$ cat src/rtl/seg7_ctrl_pkg.sv
// Shared definitions for the 7-segment shifter control blocks:
// FSM encoding, default word width and a clog2 helper.
package seg7_ctrl_pkg;

  localparam int DEFAULT_DATA_BITS = 64;

  typedef enum logic [2:0] {
    IDLE    = 3'd0,
    LAUNCH  = 3'd1,
    WAIT_LO = 3'd2,
    WAIT_HI = 3'd3,
    DONE    = 3'd4
  } seg7_state_t;

  function automatic int clog2(input int value);
    int result;
    int rem;
    result = 0;
    rem    = value - 1;
    while (rem > 0) begin
      result = result + 1;
      rem    = rem >> 1;
    end
    return result;
  endfunction

endpackage

$ cat src/rtl/seg7_rr_pick.sv
// Combinational round-robin picker: first set bit of req at or above
// pointer, wrapping around to index 0.
module seg7_rr_pick
  import seg7_ctrl_pkg::*;
#(
  parameter int N_REQ = 4,
  parameter int IW    = clog2(N_REQ)
) (
  input  logic [N_REQ-1:0] req,
  input  logic [IW-1:0]    pointer,
  output logic             valid,
  output logic [IW-1:0]    index
);

  function automatic int wrap(input int s);
    return (s >= N_REQ) ? s - N_REQ : s;
  endfunction

  // Scan from the far end down so the candidate closest to pointer wins.
  always_comb begin
    valid = 1'b0;
    index = '0;
    for (int i = N_REQ - 1; i >= 0; i--) begin
      if (req[wrap(int'(pointer) + i)]) begin
        valid = 1'b1;
        index = IW'(wrap(int'(pointer) + i));
      end
    end
  end

endmodule

$ cat src/rtl/seg7_p2s_arbiter.sv
// Round-robin arbiter that shares one 7-segment parallel-to-serial shifter
// between several display clients and reports per-client completion.
module seg7_p2s_arbiter
  import seg7_ctrl_pkg::*;
#(
  parameter  int N_REQ       = 4,
  parameter  int DATA_BITS   = DEFAULT_DATA_BITS,
  parameter  int START_CYC   = 3,
  parameter  int TIMEOUT_CYC = 1024,
  localparam int IW          = clog2(N_REQ)
) (
  input  logic                       clk,
  input  logic                       rst,
  input  logic [N_REQ-1:0]           req,
  input  logic [N_REQ*DATA_BITS-1:0] req_data,
  output logic [N_REQ-1:0]           ack,
  output logic                       err,
  output logic                       busy,
  output logic [IW-1:0]              grant_id,
  output logic                       p2s_start,
  output logic [DATA_BITS-1:0]       p2s_pdata,
  input  logic                       p2s_en,
  output logic [2:0]                 state_dbg
);

  localparam int CMAX = (TIMEOUT_CYC > START_CYC) ? TIMEOUT_CYC : START_CYC;
  localparam int CW   = clog2(CMAX + 1);

  // Handshake: req is a level held until the one-cycle ack pulse; the
  // shifter is started by p2s_start and reports completion via p2s_en
  // falling (shifting) and then rising again (idle).

  seg7_state_t          state;
  logic [IW-1:0]        rr_ptr;
  logic [CW-1:0]        cnt;
  logic                 pick_valid;
  logic [IW-1:0]        pick_idx;
  logic [N_REQ-1:0]     grant_onehot;
  logic [DATA_BITS-1:0] words [N_REQ];

  for (genvar g = 0; g < N_REQ; g++) begin : g_words
    assign words[g] = req_data[g*DATA_BITS +: DATA_BITS];
  end

  seg7_rr_pick #(
    .N_REQ (N_REQ),
    .IW    (IW)
  ) u_pick (
    .req     (req),
    .pointer (rr_ptr),
    .valid   (pick_valid),
    .index   (pick_idx)
  );

  assign grant_onehot = N_REQ'(1) << grant_id;
  assign busy         = (state != IDLE);
  assign state_dbg    = state;

  always_ff @(posedge clk or posedge rst) begin
    if (rst) begin
      state     <= IDLE;
      rr_ptr    <= '0;
      cnt       <= '0;
      ack       <= '0;
      err       <= 1'b0;
      grant_id  <= '0;
      p2s_start <= 1'b0;
      p2s_pdata <= '0;
    end else begin
      ack <= '0;
      err <= 1'b0;
      case (state)
        IDLE: begin
          if (pick_valid) begin
            grant_id  <= pick_idx;
            p2s_pdata <= words[pick_idx];
            p2s_start <= 1'b1;
            cnt       <= '0;
            state     <= LAUNCH;
          end
        end
        LAUNCH: begin
          if (cnt == CW'(START_CYC - 1)) begin
            p2s_start <= 1'b0;
            cnt       <= '0;
            state     <= WAIT_LO;
          end else begin
            cnt <= cnt + 1'b1;
          end
        end
        WAIT_LO: begin
          if (!p2s_en) begin
            cnt   <= '0;
            state <= WAIT_HI;
          end else if (cnt == CW'(TIMEOUT_CYC - 1)) begin
            ack   <= grant_onehot;
            err   <= 1'b1;
            state <= DONE;
          end else begin
            cnt <= cnt + 1'b1;
          end
        end
        WAIT_HI: begin
          if (p2s_en) begin
            ack   <= grant_onehot;
            state <= DONE;
          end else if (cnt == CW'(TIMEOUT_CYC - 1)) begin
            ack   <= grant_onehot;
            err   <= 1'b1;
            state <= DONE;
          end else begin
            cnt <= cnt + 1'b1;
          end
        end
        DONE: begin
          // Next search starts just past the client that was served.
          rr_ptr <= (grant_id == IW'(N_REQ - 1)) ? '0 : grant_id + 1'b1;
          cnt    <= '0;
          state  <= IDLE;
        end
        default: state <= IDLE;
      endcase
    end
  end

endmodule

$ cat config.mk
export PLATFORM = sky130hd
export DESIGN_NAME = seg7_p2s_arbiter
export DESIGN_NICKNAME = d
export VERILOG_FILES = /design/src/rtl/seg7_ctrl_pkg.sv /design/src/rtl/seg7_rr_pick.sv /design/src/rtl/seg7_p2s_arbiter.sv
export SDC_FILE = /design/constraint.sdc
export NUM_CORES = 1
export LEC_CHECK = 0
export CORE_AREA = 2 2 133 135
export DETAILED_ROUTE_END_ITERATION = 8
export DIE_AREA = 0 0 135 137
export GPL_ROUTABILITY_DRIVEN = 0
export PLACE_DENSITY = 0.74
export REMOVE_ABC_BUFFERS = 1
export SKIP_LAST_GASP = 1
export SLEW_MARGIN = 20
export SYNTH_ARGS = -nofsm -noshare
export SYNTH_HDL_FRONTEND = slang
export SYNTH_SLANG_ARGS = --single-unit
export TNS_END_PERCENT = 1
$ cat constraint.sdc
create_clock -name clk -period 2.95 [get_ports clk]
set_input_delay 0.59 -clock clk [delete_from_list [all_inputs] [get_ports clk]]
set_output_delay 0.59 -clock clk [all_outputs]
set_load 0.05 [all_outputs]
; ---- Word-level counts from Yosys, hierarchy flattened
; Index checks and enable logic that the tools add are counted.
[word_totals]
regBits = 88
latch_bits = 0
ram_bits = 0
rom_bits = 0
in_bits = 263
output_inout_bits = 76
n_memories = 0
[classes]
n_addsub = 9
mul = 0
n_div = 0
magnitude_cmp = 9
n_eq_ne = 10
n_shift = 1
mux = 51
bitwise = 1
reduce_logical = 8
[op_table]
columns = operator, n
row1 = $bmux 64 s2, 1
row2 = $lt 32x4->1 const B, 4
row3 = $mux 32, 4
row4 = $mux 64, 2
row5 = $ge 32x4->1 const B, 3
row6 = $sub 32x4->32 const B, 2
row7 = $mux 11, 5
row8 = $pmux 11 s5, 1
row9 = $mux 1, 17
row10 = $mux 3, 5
row11 = $mux 4, 3
row12 = $pmux 3 s4, 1
row13 = $add 11x1->11 const B, 1
row14 = $eq 11x10->1 const B, 1
row15 = $eq 11x2->1 const B, 1
row16 = $mux 2, 5
row17 = $bmux 1 s2, 4
row18 = $pmux 4 s2, 1
row19 = $add 2x2->3 const B, 2
row20 = $eq 3x2->1 const B, 2
row21 = $ne 2x2->1 const B, 3
row22 = $reduce_and 3->1, 2
row23 = $reduce_bool 5->1, 1
row24 = $pmux 1 s2, 2
row25 = 15 further kinds, 16

; ---- Logic depth before layout (Yosys ltp)
[logic_depth]
ltp_word = 14
mapped_depth = 8
mapped_depth_nobuf = 7

; ---- Cells and area by module
; Synthesis repeated with hierarchy kept, for this count alone.
[hier_totals]
cells_unflattened = 381
hier_area_um2 = 5457.7
[modules_own_cells]
columns = mod, instances, cells_each, area_each_um2, seq_area_each_um2
row1 = seg7_p2s_arbiter, 1, 368, 5380.2, 2202.1
row2 = seg7_rr_pick, 1, 13, 77.6, 0.0

; ---- Least setup slack after synthesis
; OpenSTA, ideal clock, no wires.
[synth_timing]
path_kind = flip-flop to flip-flop
start = reg state[1] (netlist: state_dbg[1])
end = reg cnt[5]
setup_ps = 124
t_arrival_ps = 2124
t_required_ps = 2826
path_slack_ps = 703
path_stages_with_launch = 8
synth_period_minus_slack_ps = 2247
path_cell_list = dfrtp_1 buf_2 or2_1 nor2_1 inv_1 o211ai_4 o21bai_1 a211o_1
[synth_between]
elab_chain_len = 3
word_cells_on_any_way = 10
[synth_lines]
columns = element, line_no
row1 = from (decl), seg7_p2s_arbiter.sv:33  ; seg7_state_t state;
row2 = from (signal assigned), seg7_p2s_arbiter.sv:61  ; state <= IDLE;
row3 = from (signal assigned), seg7_p2s_arbiter.sv:79  ; state <= LAUNCH;
row4 = from (signal assigned), seg7_p2s_arbiter.sv:86  ; state <= WAIT_LO;
row5 = $eq 3x2->1 (tied with other cells), seg7_p2s_arbiter.sv:72  ; case (state)
row6 = $reduce_bool 5->1 (no source line) / $ne 2x2->1 (equally long branches), -
row7 = $reduce_and 3->1 (no source line), -
row8 = to (signal assigned), seg7_p2s_arbiter.sv:88  ; cnt <= cnt + 1'b1;
row9 = to (signal assigned), seg7_p2s_arbiter.sv:100  ; cnt <= cnt + 1'b1;
row10 = to (signal assigned), seg7_p2s_arbiter.sv:112  ; cnt <= cnt + 1'b1;
row11 = to (decl), seg7_p2s_arbiter.sv:35  ; logic [CW-1:0] cnt;
; Parallel ways exist; a longest one is shown, timed or not.
; A chain may end at the register's enable or synchronous reset.

; ---- Final worst setup path
[layout_timing]
start = reg state[2] (netlist: state_dbg[2])
end = out busy
[layout_between]
elab_chain_len = 1
[layout_lines]
columns = element, line_no
row1 = $reduce_bool 3->1, seg7_p2s_arbiter.sv:56  ; assign busy = (state != IDLE);
row2 = to (decl), seg7_p2s_arbiter.sv:18  ; output logic busy,
; Every way passes these cells.

==> impl_metrics.csv <==
group,metric,value,unit
layout,multi_input_area,2929,um2
clocking,cts_tree,"built",
critical_path,crit_required,2.36,ns
power,p_clk_frac,0.142,
synthesis,yosys-top-cells-area,"dfrtp_1 41%, mux2i_1 24%, o221ai_1 10%, nand2_1 5.7%, buf_2 1.9%",
power,ir_drop,737.2,uV
power,sequentialPowerShare,0.222,
drt,via_count,5515,
timing,hold_ws,0.4841,ns
grt,grt_max_degree,52,
power,power_density,962.5,nW/um2
power,p_leak,0.004301,uW
layout,nNetsFinal,1117,
grt,grt_antenna_before_repair,2,
clocking,clk_pin_slew,0.06,ns
clocking,clockBufferDepth,2,
layout,ff_latch_area,2202,um2
layout,final_cells,1079,
synthesis,synth_top_area_frac,0.4103,
layout,n_fill_cell,1551,
critical_path,end_kind,"output pin",
synthesis,synthesis.area,5368,um2
synthesis,syn_inst,518,
drt,firstDrtPassIters,4,
placement,port_buffers,338,
timing,layout_min_cycle_time,2.696,ns
drt,avgRoutedWirePerCell,19.69,um
timing,setup_violations,0,
run,maxCapViolations,0,
drt,final_antenna_net_count,0,
critical_path,cpPeakStageDelay,0.73,ns
synthesis,synth_warnings,0,
floorplan,die_x,135,um
power,power_switching,4301,uW
drt,drt_iter0_markers,319,
floorplan,start_util,0.3147,
critical_path,critPathSlowestCell,"clkdlybuf4s50_1",
synthesis,synth_async_sr_flop_share,1.000,
grt,grtUsageTotal,0.2210,
timing,setup_ws,0.2539,ns
power,combPwrFrac,0.636,
timing,skew,0.01143,ns
timing,rsz0062_at_grt,"false",
outcome,status,"finished clean",
critical_path,worstPathArrival,2.11,ns
power,intPower,4794,uW
synthesis,synth.avg_cell_area,10.36,um2
clocking,cts_resized,0,
clocking,hold_buffers,0,
synthesis,synthDistinctLibCells,50,
drt,wirelength,21.24,mm
power,sw_frac_of_total,0.4729,
synthesis,ys.flop_type,"dfrtp_1",
synthesis,seq_area_frac_synth,0.4103,
floorplan,core-area,17060,um2
clocking,cts_buffers,9,
placement,dpl-instance-area,9115,um2
floorplan,die-area,18500,um2
timing,tightest_slew,0.6669,ns
clocking,htree_levels,3,
grt,first_global_vias,5474,
timing,finalMaxSlewViolations,0,
floorplan,rows,48,
critical_path,worstSetupPathType,"flop to output pin",
clocking,post_cts_buffers,0,
critical_path,crit_chain,"or2_1 > nor2_1 > inv_1 > clkdlybuf4s50_1",
critical_path,path_max_fanout,3,
placement,dp.cells,1062,
critical_path,critPathLaunchType,"flop",
clocking,root_buffer,"clkbuf_16",
timing,timing_hold_violations_final,0,
layout,final_area,9449,um2
min_path,hold_class,"flop to flop",
timing,slew_headroom,0.5513,
clocking,cts.sinks,88,
drt,avgViaCountPerCell,5.111,
clocking,clk_latency,0.35,ns
timing,finalCritPeriodShare,0.9139,
layout,drive_gt1_frac,0.05751,
grt,overflow,0,
timing,max_freq,370.9,MHz
layout,area_growth,76.04,%
placement,dp_hpwl,16.39,mm
synthesis,synth_edf_count,0,
placement,place_worst_setup_slack,0.2090,ns
grt,grt_pass1_wl,31.19,mm
drt,drcViolationCount,0,
synthesis,yosysTopAreaCell,"dfrtp_1",
floorplan,ios,339,
floorplan,die_h,137,um
synthesis,synth-seq-cells,88,
==> registers in the layout (all words and copies together) (netlist names) <==
register / count
rr_ptr: 2
ack: 4
p2s_pdata: 64
grant_id: 2
cnt: 11
p2s_start: 1
err: 1
state_dbg: 3
==> area by class of cell <==
cell class                 instances  share of cell area
timing repair buffer             358              0.3872
multi-input combinational        380              0.3100
sequential                        88              0.2331
tap                              225             0.02979
clock buffer                      11             0.02675
clock inverter                     4            0.008077
inverter                          11            0.004635
antenna                            2           0.0005297
==> logic make-up after synthesis <==
group	count (synthesis)	share of synthesized area
AO/OA/AOI/OAI	112	0.1709
XOR/XNOR	2	0.006761
adder cells (fa/ha/maj)	6	0.01399
buffers and inverters	50	0.04802
flip-flops	88	0.4103
multiplexers	129	0.2408
AND/OR/NAND/NOR	131	0.1093
==> power by group through the flow <==
stage	Sequential (uW)	Combinational (uW)	Clock [uW]
global placement	2020	5760	0
global route	2080	6120	1380
floorplan	3610	1960	0
CTS	2010	5810	1320
detailed placement	2030	5810	0
finish	2020	5780	1290
==> Yosys cell counts, types with 2 or more instances <==
master and count:
a211o_1 2, a211oi_1 3, a21o_1 2, a21oi_1 9, a22o_1 2, and3_1 4, buf_2 20, buf_4 12
clkbuf_1 7, dfrtp_1 88, ha_1 6, inv_1 11, mux2i_1 128, nand2_1 82, nand3_1 8, nor2_1 13
nor2b_1 2, nor3_1 4, nor3b_1 2, nor4_1 4, o21ai_0 8, o21ai_1 3, o21bai_1 2, o221ai_1 64
o22ai_1 3, o31ai_1 3, or2_1 2, or4_1 2
==> routing by layer <==
metal,up-vias,share of wire,global-route usage
li1,2627,-,-
met1,2655,0.40,0.2695
met2,207,0.51,0.3838
met3,26,0.074,0.05259
met4,0,0.019,0.07465
met5,-,0,0
==> per-stage QoR <==
stage | power [uW] | TNS [ns] | utilization
2_1_floorplan | 5568 | -510.90 | -
3_3_place_gp | 7775 | 0 | 0.5344
3_5_place_dp | 7838 | 0 | 0.5344
4_1_cts | 9150 | 0 | 0.5537
5_1_grt | 9582 | 0 | 0.5538
6_report | 9095 | 0 | 0.5540
==> cell usage in the layout (no fill, tap or decap), drive strengths merged, types with 6 or more instances in the layout <==
master / n
dfrtp: 88
nand3: 8
clkdlybuf4s50: 338
inv: 12
mux2i: 128
clkbuf: 11
o21ai: 11
ha: 6
o221ai: 64
a21oi: 10
nor2: 13
nand2: 83
buf: 20
==> path summary, 6_finish.rpt <==
kind	from	to	slack, ns	cells past startpoint
max	state_dbg[2]$_DFFE_PP0P_	busy	0.25	4
min	p2s_pdata[20]$_DFFE_PP0P_	p2s_pdata[20]$_DFFE_PP0P_	0.48	2
max reg2reg	cnt[0]$_DFFE_PP0P_	cnt[1]$_DFFE_PP0P_	0.77	5
min reg2reg	p2s_pdata[20]$_DFFE_PP0P_	p2s_pdata[20]$_DFFE_PP0P_	0.48	2
max in group asynchronous	rst	p2s_pdata[60]$_DFFE_PP0P_	1.66	3
min in group asynchronous	rst	cnt[8]$_DFFE_PP0P_	0.59	2
==> critical path: cells and delay by family (launching register included) <==
family                 cells  cell delay (ns)
DFF                        1             0.38
and+or+nand+nor            2             0.49
buffers and inverters      2             0.90
Note: power is estimated with default switching activity, not from simulation.
==> patch 1, RTL diff (same settings) <==
`N_REQ` is set to 4 in 2 places; all go to 2.
--- a/src/rtl/seg7_rr_pick.sv
+++ b/src/rtl/seg7_rr_pick.sv
@@ -4,5 +4,5 @@
   import seg7_ctrl_pkg::*;
 #(
-  parameter int N_REQ = 4,
+  parameter int N_REQ = 2,
   parameter int IW    = clog2(N_REQ)
 ) (
--- a/src/rtl/seg7_p2s_arbiter.sv
+++ b/src/rtl/seg7_p2s_arbiter.sv
@@ -4,5 +4,5 @@
   import seg7_ctrl_pkg::*;
 #(
-  parameter  int N_REQ       = 4,
+  parameter  int N_REQ       = 2,
   parameter  int DATA_BITS   = DEFAULT_DATA_BITS,
   parameter  int START_CYC   = 3,
Ports: changed (resized ack, grant_id, req and req_data); port bits go from 339 to 206. The function was not compared with the original's and may differ.
==> patch 1 against the original RTL <==
- register-to-register slack worse by 180 ps
- wire length down 45%
- worst setup slack better by 99 ps
- non-clock buffer count down 139
- sequential cell count down 4
- design area down 29%
- area after synthesis down 24%
- utilization down 16 points
Power is not compared: it rests on default switching activity, and its combinational part moved more than twofold at a synthesized area within 25%.
==> patch 1: results <==
export IMPL_status="complete, no violations"
export IMPL_htreeDepth=3
export IMPL_finClkSkew_ps=3.43
export IMPL_worst_slew_pin_slew_ps=786
export IMPL_max_clock_path_buffers=2
export IMPL_synth_area_leaders="dfrtp_1 (52%), mux2i_1 (16%), o21ai_0 (9.2%)"
export IMPL_largest_reg_flops=64
export IMPL_hold_class="flip-flop to flip-flop"
export IMPL_drive_above_1_share=0.0621
export IMPL_synthXorXnorAreaFrac=0.00216
export IMPL_ant_nets=0
export IMPL_viasPerCell=4.38
export IMPL_finalNonFillerCells=837
export IMPL_wl_met3_um=957
export IMPL_synth_compound_area_frac=0.151
export IMPL_wl_met2_um=5880
export IMPL_grt_total_usage=0.127
export IMPL_crit_fanout=11
export IMPL_synth_ff_type="dfrtp_1"
export IMPL_top_layer="met4"
export IMPL_grt_max_degree=81
export IMPL_rrSetupSlack_ps=590
export IMPL_n_antenna_cell=0
export IMPL_dp_cells=822
export IMPL_clkTransAtPathRegs_ps=60
export IMPL_synthMuxAreaShare=0.160
export IMPL_synthAdderAreaFrac=0.00862
export IMPL_overflow=0
export IMPL_yosysWarningCount=0
export IMPL_dp_hpwl_um=8930
export IMPL_switching_share=0.282
export IMPL_drt_total_wl_um=11700
export IMPL_cts_root_buffer="clkbuf_16"
export IMPL_grt_pass1_wl_um=18300
export IMPL_drt_initial_drc_count=129
export IMPL_synth_async_sr_flop_share=1.00
export IMPL_synth_cell_types=45
export IMPL_peakVddDrop_mv=0.281
export IMPL_antenna_found_initial=0
export IMPL_final_nets=743
export IMPL_wl_met1_um=4770
export IMPL_fill_cells=1722
export IMPL_crit_arrival_ps=2010
export IMPL_grt_pass1_vias=3522
export IMPL_clock_latency_ps=330
export IMPL_synthTopCellsByCount="dfrtp_1 (84), o21ai_0 (75), nand2_1 (73)"
export IMPL_syn_area_per_cell_sq_um=10.1
export IMPL_io_buffers=205
export IMPL_utilization=0.395
export IMPL_synth_seq_area_share=0.517
export IMPL_largest_register="p2s_pdata"
patch 1: changes by cell type after synthesis, sizes merged, moves of 10 or more:
cell    unedited run  this run
buf               32        11
mux2i            128        65
nand2             83        73
o21ai             11        76
o221ai            64         0
patch 1: final timing paths:
check / start / to / cells past startpoint
min: p2s_pdata[12]$_DFFE_PP0P_ / p2s_pdata[12]$_DFFE_PP0P_ / 2
max: state_dbg[0]$_DFFE_PP0P_ / busy / 2
min reg2reg: p2s_pdata[12]$_DFFE_PP0P_ / p2s_pdata[12]$_DFFE_PP0P_ / 2
min in group asynchronous: rst / p2s_pdata[26]$_DFFE_PP0P_ / 3
max in group asynchronous: rst / p2s_start$_DFFE_PP0P_ / 3
max reg2reg: cnt[0]$_DFFE_PP0P_ / cnt[4]$_DFFE_PP0P_ / 7
patch 1: per-layer routing:
layer,vias up,track usage
met2,134,0.216
met3,9,0.0526
met1,1687,0.151
li1,1837,-
met4,0,0.0284
met5,-,0
patch 1: power by group through the flow:
| stage | logic, mW | registers [mW] | clock network [mW] |
|---|---|---|---|
| after floorplan | 0.164 | 1.55 | 0 |
| after global placement | 0.781 | 1.28 | 0 |
| after detailed placement | 0.787 | 1.29 | 0 |
| after CTS | 0.789 | 1.27 | 1.24 |
| after global routing | 0.827 | 1.27 | 1.29 |
| final | 0.778 | 1.26 | 1.18 |
patch 1: kinds of logic (layout without fill, tap and decap cells):
group / after synthesis / count (layout)
multiplexers: 65 / 65
adder cells (fa/ha/maj): 3 / 3
AO/OA/AOI/OAI: 103 / 103
flip-flops: 84 / 84
XOR/XNOR: 1 / 1
buffers and inverters: 37 / 246
AND/OR/NAND/NOR: 110 / 110
patch 1: through the flow:
step | setup WS [ps] | hold WS [ps] | area, sq um | power (mW)
after floorplan | -5050 | 443 | 3950 | 1.71
after global placement | 383 | 460 | 6440 | 2.06
after detailed placement | 363 | 470 | 6440 | 2.07
after CTS | 321 | 483 | 6750 | 3.29
after global routing | 271 | 502 | 6750 | 3.39
final | 353 | 475 | 6750 | 3.22
patch 1: worst register-to-register path: cells and delay by family, from the launching register on:
family          cells  cell delay [ps]
simple gates        2              710
buf+inv             1               80
compound gates      3              840
flops               1              430
fa+ha+maj           1              150
patch 1: cell type report:
cell class                 instances  area [sq um]  area share
sequential                        84          2100       0.312
timing repair buffer             219          2180       0.324
clock buffer                      10           229      0.0339
inverter                          12          46.3     0.00686
clock inverter                     5          77.6      0.0115
multi-input combinational        282          1830       0.271
tap                              225           282      0.0417
==> patch 2, RTL diff (config.mk and constraints unchanged) <==
Without the edit above. Put one more register stage on the output `state_dbg`, with the module's reset. The value now appears one clock later. The other outputs are not delayed to match.
--- a/src/rtl/seg7_p2s_arbiter.sv
+++ b/src/rtl/seg7_p2s_arbiter.sv
@@ -55,5 +55,11 @@
   assign grant_onehot = N_REQ'(1) << grant_id;
   assign busy         = (state != IDLE);
-  assign state_dbg    = state;
+  always_ff @(posedge clk or posedge rst) begin
+    if (rst) begin
+      state_dbg <= '0;
+    end else begin
+      state_dbg <= state;
+    end
+  end
 
   always_ff @(posedge clk or posedge rst) begin
Formal check against the unedited RTL: not equivalent (Yosys sat finds a counterexample within 4 cycles, from zero or initial values and one cycle with rst high).
==> patch 2 against the original RTL <==
- clock power shrank 9%
- design area shrank 0.25%
- wire length grew 1.4%
- power shrank 0.86%
- combinational power down 0.9%
- sequential power grew 5%
- area after synthesis rose by 0.16%
- sequential cell count up 3
- worst setup slack worse by 9.8 ps
- count of clock-buffer cells in the layout is the same
==> patch 2: results <==
export IMPL_synthTopCellsByCount="mux2i_1 (130), dfrtp_1 (91), nand2_1 (81)"
export IMPL_grt_max_degree=45
export IMPL_p_leak_nw=3.95
export IMPL_dr_pass1_iters=4
export IMPL_ys_seq_elements=91
export IMPL_clockBufferCount=11
export IMPL_dp_hpwl_um=16400
export IMPL_use_met1=0.267
export IMPL_synth_area_leaders="dfrtp_1 (42%), mux2i_1 (24%), o221ai_1 (10%)"
export IMPL_drive_above_1_share=0.0596
export IMPL_synth_async_sr_flop_share=1.00
export IMPL_routedWlPerCell_um=19.9
export IMPL_final_clk_cell_share=0.0301
export IMPL_wl_met2_um=11000
export IMPL_finClkSkew_ps=10.2
export IMPL_hold_class="flip-flop to flip-flop"
export IMPL_clkTransAtPathRegs_ps=70
export IMPL_htreeDepth=3
export IMPL_vias=5567
export IMPL_wl_met1_um=8700
export IMPL_cts_root_buffer="clkbuf_16"
export IMPL_cts_resized=0
export IMPL_multi_input_area_share=0.305
export IMPL_grt_util_met3=0.0641
export IMPL_bufAreaShareNonClock=0.388
export IMPL_synth_cell_types=50
export IMPL_fill_cells=1569
export IMPL_signal_buffers=361
export IMPL_num_multi_input_gates=377
export IMPL_largestRegisters="p2s_pdata x64, cnt x11, ack x4"
export IMPL_grt_pass1_wl_um=31300
export IMPL_io_buffers=338
export IMPL_n_antenna_cell=1
export IMPL_grt_total_usage=0.222
export IMPL_syn_inst=520
export IMPL_seqCellArea_sq_um=2280
export IMPL_dp_cells=1066
export IMPL_synth_seq_area_share=0.424
export IMPL_drt_initial_drc_count=328
export IMPL_use_met2=0.386
export IMPL_worst_slew_pin_slew_ps=657
export IMPL_max_stage_delay_ps=820
export IMPL_status="complete, no violations"
export IMPL_antenna_found_initial=1
export IMPL_drt_total_wl_um=21500
export IMPL_top_layer="met4"
export IMPL_n_all_inverters=12
export IMPL_crit_arrival_ps=2120
export IMPL_wl_met3_um=1520
export IMPL_peakVddDrop_mv=0.587
export IMPL_crit_fanout=13
export IMPL_grt_pass1_vias=5528
==> patch 2: metrics by stage <==
step | setup WS [ps] | power, mW | instance area [sq um] | setup TNS, ps | hold slack, ps
after floorplan | -11360 | 5.56 | 5190 | -737560 | 471
after global placement | 305 | 7.82 | 9140 | 0 | 468
after detailed placement | 247 | 7.88 | 9140 | 0 | 472
after CTS | 224 | 9.08 | 9420 | 0 | 489
after global routing | 144 | 9.49 | 9430 | 0 | 512
final | 244 | 9.02 | 9430 | 0 | 487
==> patch 2: worst paths after layout <==
kind | from | endpoint | slack, ps | cells after the start
min reg2reg | p2s_pdata[30]$_DFFE_PP0P_ | p2s_pdata[30]$_DFFE_PP0P_ | 490 | 2
min in group asynchronous | rst | state_dbg[2]$_DFF_PP0_ | 600 | 2
max | state[0]$_DFFE_PP0P_ | busy | 240 | 3
min | p2s_pdata[30]$_DFFE_PP0P_ | p2s_pdata[30]$_DFFE_PP0P_ | 490 | 2
max in group asynchronous | rst | p2s_pdata[62]$_DFFE_PP0P_ | 1710 | 3
max reg2reg | cnt[1]$_DFFE_PP0P_ | ack[1]$_DFF_PP0_ | 740 | 6
==> patch 2: kinds of logic (layout without fill, tap and decap cells) <==
group | after synthesis | after routing | share of synthesized area
other | 0 | 1 | 0
xor gates and xnor gates | 2 | 2 | 0.00326
buffers and inverters | 52 | 388 | 0.0433
adders and majority gates | 6 | 6 | 0.0140
AOI/OAI and AO/OA | 105 | 105 | 0.158
DFF | 91 | 91 | 0.424
muxes | 131 | 131 | 0.244
and+or+nand+nor | 133 | 133 | 0.113
==> patch 2: power by group <==
group,leakage [nW],switching [mW],internal [mW],total [mW]
Clock,0.136,0.511,0.656,1.17
Combinational,2.66,3.50,2.23,5.73
Sequential,1.15,0.349,1.78,2.12
Total,3.95,4.36,4.66,9.02
